--- src/rtl/omsp_atom_irq_scheduler_pkg.sv ---
// Shared types and defaults for the atomicity-aware IRQ scheduler.
// Optional round-robin arbitration is selected with ATOM_IRQ_ROUND_ROBIN_EN.
package omsp_atom_irq_scheduler_pkg;

    localparam int DEFAULT_NUM_IRQ   = 14;
    localparam int DEFAULT_MAX_DEFER = 255;

    typedef enum logic [1:0] {
        ST_IDLE  = 2'b00,
        ST_DEFER = 2'b01,
        ST_GRANT = 2'b10
    } sched_state_t;

endpackage

--- src/rtl/omsp_irq_prio_select.sv ---
// Combinational winner select over the pending vector.
// ATOM_IRQ_ROUND_ROBIN_EN: search upward from rr_ptr with wrap; otherwise highest index wins.
module omsp_irq_prio_select #(
    parameter int NUM_IRQ = 14,
    parameter int IRQ_W   = $clog2(NUM_IRQ)
) (
    input  logic [NUM_IRQ-1:0] pending,
`ifdef ATOM_IRQ_ROUND_ROBIN_EN
    input  logic [IRQ_W-1:0]   rr_ptr,
`endif
    output logic [IRQ_W-1:0]   winner,
    output logic               any
);

`ifdef ATOM_IRQ_ROUND_ROBIN_EN
    function automatic logic [IRQ_W-1:0] wrap_idx(input logic [IRQ_W-1:0] base, input int k);
        int s;
        s = int'(base) + k;
        if (s >= NUM_IRQ) s = s - NUM_IRQ;
        return IRQ_W'(s);
    endfunction
`endif

    always_comb begin
        winner = '0;
`ifdef ATOM_IRQ_ROUND_ROBIN_EN
        // Walk from the farthest offset back to rr_ptr so the nearest set bit wins.
        for (int k = NUM_IRQ - 1; k >= 0; k--) begin
            if (pending[wrap_idx(rr_ptr, k)]) winner = wrap_idx(rr_ptr, k);
        end
`else
        for (int i = 0; i < NUM_IRQ; i++) begin
            if (pending[i]) winner = IRQ_W'(i);
        end
`endif
    end

    assign any = |pending;

endmodule

--- src/rtl/omsp_atom_irq_scheduler.sv ---
// Latches IRQ requests, holds them back while effective GIE is low, presents one grant at a time
// and measures deferral. Macro ATOM_IRQ_ROUND_ROBIN_EN switches to round-robin arbitration.
module omsp_atom_irq_scheduler
    import omsp_atom_irq_scheduler_pkg::*;
#(
    parameter int NUM_IRQ   = DEFAULT_NUM_IRQ,
    parameter int MAX_DEFER = DEFAULT_MAX_DEFER,
    parameter int IRQ_W     = $clog2(NUM_IRQ),
    parameter int DEFER_W   = $clog2(MAX_DEFER + 1)
) (
    input  logic               mclk,
    input  logic               puc_rst,
    input  logic [NUM_IRQ-1:0] irq_in,
    input  logic               gie,
    input  logic               atom_violation,
    input  logic               irq_ack,
    output logic               irq_valid,
    output logic [IRQ_W-1:0]   irq_num,
    output logic [NUM_IRQ-1:0] irq_pending,
    output logic [DEFER_W-1:0] defer_cnt,
    output logic               defer_overrun,
    output logic [1:0]         fsm_state
);

    sched_state_t       state;
    logic               ack_eff;
    logic [NUM_IRQ-1:0] ack_mask;
    logic [NUM_IRQ-1:0] pending_rem;
    logic [NUM_IRQ-1:0] pending_next;
    logic [DEFER_W-1:0] cnt_inc;
    logic [IRQ_W-1:0]   sel_winner;
    logic               sel_any;

    assign ack_eff      = irq_ack && (state == ST_GRANT);
    assign ack_mask     = ack_eff ? (NUM_IRQ'(1) << irq_num) : '0;
    // Arbitration looks at the registered vector minus the bit being acked, so the
    // next grant follows an ack without an idle cycle.
    assign pending_rem  = irq_pending & ~ack_mask;
    assign pending_next = (irq_pending | irq_in) & ~ack_mask;
    assign cnt_inc      = (defer_cnt == DEFER_W'(MAX_DEFER)) ? defer_cnt : defer_cnt + 1'b1;
    assign fsm_state    = state;

`ifdef ATOM_IRQ_ROUND_ROBIN_EN
    logic [IRQ_W-1:0] rr_ptr;
    logic [IRQ_W-1:0] ptr_inc;
    logic [IRQ_W-1:0] sel_ptr;

    assign ptr_inc = (irq_num == IRQ_W'(NUM_IRQ - 1)) ? '0 : irq_num + 1'b1;
    assign sel_ptr = ack_eff ? ptr_inc : rr_ptr;

    always_ff @(posedge mclk) begin
        if (puc_rst)      rr_ptr <= '0;
        else if (ack_eff) rr_ptr <= ptr_inc;
    end
`endif

    omsp_irq_prio_select #(
        .NUM_IRQ (NUM_IRQ),
        .IRQ_W   (IRQ_W)
    ) u_select (
        .pending (pending_rem),
`ifdef ATOM_IRQ_ROUND_ROBIN_EN
        .rr_ptr  (sel_ptr),
`endif
        .winner  (sel_winner),
        .any     (sel_any)
    );

    always_ff @(posedge mclk) begin
        if (puc_rst) begin
            state         <= ST_IDLE;
            irq_pending   <= '0;
            irq_valid     <= 1'b0;
            irq_num       <= '0;
            defer_cnt     <= '0;
            defer_overrun <= 1'b0;
        end else begin
            irq_pending   <= pending_next;
            defer_overrun <= 1'b0;
            if (atom_violation) begin
                state     <= ST_IDLE;
                irq_valid <= 1'b0;
                defer_cnt <= '0;
            end else begin
                case (state)
                    ST_IDLE: begin
                        if (sel_any) begin
                            if (gie) begin
                                state     <= ST_GRANT;
                                irq_valid <= 1'b1;
                                irq_num   <= sel_winner;
                            end else begin
                                state <= ST_DEFER;
                            end
                        end
                    end
                    ST_DEFER: begin
                        defer_cnt     <= cnt_inc;
                        defer_overrun <= (defer_cnt == DEFER_W'(MAX_DEFER - 1));
                        if (gie) begin
                            if (sel_any) begin
                                state     <= ST_GRANT;
                                irq_valid <= 1'b1;
                                irq_num   <= sel_winner;
                            end else begin
                                state <= ST_IDLE;
                            end
                        end
                    end
                    ST_GRANT: begin
                        if (irq_ack) begin
                            defer_cnt <= '0;
                            if (!sel_any) begin
                                state     <= ST_IDLE;
                                irq_valid <= 1'b0;
                            end else if (gie) begin
                                irq_num <= sel_winner;
                            end else begin
                                state     <= ST_DEFER;
                                irq_valid <= 1'b0;
                            end
                        end else if (!gie) begin
                            state     <= ST_DEFER;
                            irq_valid <= 1'b0;
                        end
                    end
                    default: begin
                        state     <= ST_IDLE;
                        irq_valid <= 1'b0;
                    end
                endcase
            end
        end
    end

endmodule

--- config.mk ---
export PLATFORM = sky130hd
export DESIGN_NAME = omsp_atom_irq_scheduler
export DESIGN_NICKNAME = d
export VERILOG_FILES = /design/src/rtl/omsp_atom_irq_scheduler_pkg.sv /design/src/rtl/omsp_irq_prio_select.sv /design/src/rtl/omsp_atom_irq_scheduler.sv
export SDC_FILE = /design/constraint.sdc
export NUM_CORES = 1
export LEC_CHECK = 0
export CORE_ASPECT_RATIO = 0.7
export CORE_UTILIZATION = 52
export CTS_CLUSTER_SIZE = 25
export DETAILED_ROUTE_END_ITERATION = 7
export PLACE_DENSITY_LB_ADDON = 0.08
export SETUP_SLACK_MARGIN = 0.3
export SLEW_MARGIN = 20
export SYNTH_ARGS = -nofsm -noshare
export SYNTH_HDL_FRONTEND = slang
export SYNTH_SLANG_ARGS = --single-unit
--- constraint.sdc ---
create_clock -name mclk -period 2.9 [get_ports mclk]
set_input_delay 0.58 -clock mclk [delete_from_list [all_inputs] [get_ports mclk]]
set_output_delay 0.58 -clock mclk [all_outputs]
set_load 0.05 [all_outputs]
==> metrics.cfg <==
[global_routing]
grt_util_all_layers_pct = 30.7
grt_pass1_vias = 1730
grt_pass1_wl_um = 8630
grt_antenna_before_repair = 0
grt_max_degree = 19
gr-total-overflow = 0

[sta]
fin_ws_ns = 0.359
fin_crit_ns = 2.54
whs_ns = 0.521
rsz0062_at_grt = no
setup_tns_ns = 0
period_share_pct = 87.6
hold_viol_final = 0
skew_ns = 0.00397
worst_slew_pin_slew_ns = 0.585
max_slew_margin_pct = 60.9
maxSlewViolCount = 0
max_freq_mhz = 394
setup_violations = 0

[worst_setup_path]
timing.rr.start = irq_num[1]
path_class = input port to flop
r2r-end = irq_num[3]
arrival_ns = 2.71
worstSetupEndpointType = flop
r2r_cells = 7
critPathMaxFanout = 7
timing.reg2reg.setup_slack_ns = 0.49
cp-start-kind = input port
worst-endpoint-required_ns = 3.07

[logic_synthesis]
synth_area_leaders = dfxtp_1 (32%), nor2_1 (7.1%), mux2i_1 (3.2%)
ys.flop_type = dfxtp_1
syn_avg_cell_area_um2 = 8.21
synth_seq_cells = 30
synth_cell_types = 55
syn_area_um2 = 1860
yosys.area.top_type_share_pct = 32.4
synth_edf_count = 0
yosysMostFrequentCell = nor2_1
synth_area_leader_cell = dfxtp_1
ys_top_cells_by_count = nor2_1 (35), dfxtp_1 (30), nand2_1 (16)
ys_seq_area_share_pct = 32.4
postSynthCellCount = 226
yosys_warnings = 0
postSynth.asyncResetShare_pct = 0
syn_nets = 247

[worst_hold_path]
worstHoldEndpoint = defer_overrun
holdPathStages = 2
hold_path.class = flop to flop
hold_start = defer_cnt[7]

[routing]
drt.antenna.violating_nets = 0
num_vias = 2021
viasPerCell = 6.20
wire_per_inst_um = 16.6
route.detailed.drc = 0
routed_wl_um = 5420
drt-pass1-iter-count = 6
dr.first_iter.drc_count = 257

[cts]
cts_tree = done
cts_buffer_depth = 2
clk_pin_slew_ns = 0.06
htreeDepth = 2
clock_sink_count = 30
cts_hold_buf = 0
clock_latency_ns = 0.29
cts_root_buf = clkbuf_8
cts_buffers = 5

[placed_design]
port_buffers = 48
pre_cts_slack_ns = 0.0354
dp_hpwl_um = 4040
placed_area_um2 = 2410
dpl.cell_count = 319
gp_congestion = 0.979

[floorplan]
dieArea_um2 = 3820
floorplan.initialDensity_pct = 56.6
die_x_um = 73.4
pin_count = 49
rows = 17
coreArea_um2 = 3280
chipHeight_um = 52.0

[power]
intPower_mw = 0.730
pwr-share-clk_pct = 30.7
p_per_area_nw_per_um2 = 432
netSwitchingFraction_pct = 32.6
p_comb_share_pct = 25.4
p_total_mw = 1.08
leakage_nw = 0.904
ir_drop_mv = 0.363
power.switching_mw = 0.354
p_seq_share_pct = 43.8

[run_status]
outcome = complete, no violations

[cells_and_area]
design_area_um2 = 2510
antenna_cells = 0
synthToLayoutAreaGrowth_pct = 35.3
nets = 301
post_layout_nonfiller_instances = 326
drive_gt1_share_pct = 10.0
final_core_util_pct = 76.6

[flow_run]
cap_violations = 0

final cells by class:
| class | instances | area (um2) |
|---|---|---|
| repair buffers | 59 | 563 |
| flip-flops and latches | 30 | 601 |
| well taps | 47 | 58.8 |
| fillers | 253 | 766 |
| multi-input cells | 175 | 1170 |
| clock buffers | 6 | 82.6 |
| inverters | 9 | 33.8 |
placed cells by master (no fill, tap or decap), drive strengths merged, types with 6 or more instances in the layout:
cell	n
clkdlybuf4s50	48
nor2	35
dfxtp	30
nand2	16
buf	11
inv	9
a211oi	8
nand3	8
a21oi	7
mux2i	6
xor2	6
clkbuf	6
o21ai	6
state kept, by name, summed over array words and instances, names as in the netlist:
name,flops
irq_valid,1
irq_pending,14
irq_num,4
defer_overrun,1
defer_cnt,8
fsm_state,2
metal layers:
layer / track usage, % / share of wire, %
met4: 10.9 / 1.6
met2: 41.7 / 38
met3: 9.30 / 11
met5: 0 / 0
met1: 45.1 / 49
kinds of logic after synthesis:
group	Yosys count	share of synthesized area, %
mux	10	5.87
simple gates	104	31.2
buf+inv	21	5.12
xor+xnor	6	2.83
flops	30	32.4
compound gates	53	21.2
fa+ha+maj	2	1.35
how the worst max path moves through the flow:
stage                     depth (start not counted)        from  slack [ns]    endpoint
final                                             7     irq_ack        0.36  irq_num[3]
after global routing                              7     irq_ack        0.31  irq_num[3]
after floorplan                                   7  irq_num[0]        0.49  irq_num[3]
after CTS                                         7     irq_ack        0.34  irq_num[3]
after global placement                            7     irq_ack        0.14  irq_num[3]
after detailed placement                          7     irq_ack        0.04  irq_num[3]
worst max-delay path: stages:
cell             delay (ns)
clkdlybuf4s50_1        0.59
nand4bb_1              0.20
o32a_1                 0.39
or2_1                  0.24
nand4b_4               0.21
nand3_2                0.15
mux2_2                 0.35
power groups by stage:
stage	clock network, mW	registers, mW	logic [mW]
CTS	0.336	0.473	0.270
finish	0.333	0.475	0.276
global route	0.357	0.479	0.293
global placement	0	0.481	0.265
detailed placement	0	0.482	0.267
floorplan	0	0.535	0.114
what timing repair did:
action,CTS,global route
resized for setup,0,2
buffers inserted,0,1
endpoints found under the setup margin,0,2
No activity file was read; power rests on OpenSTA's default activity.
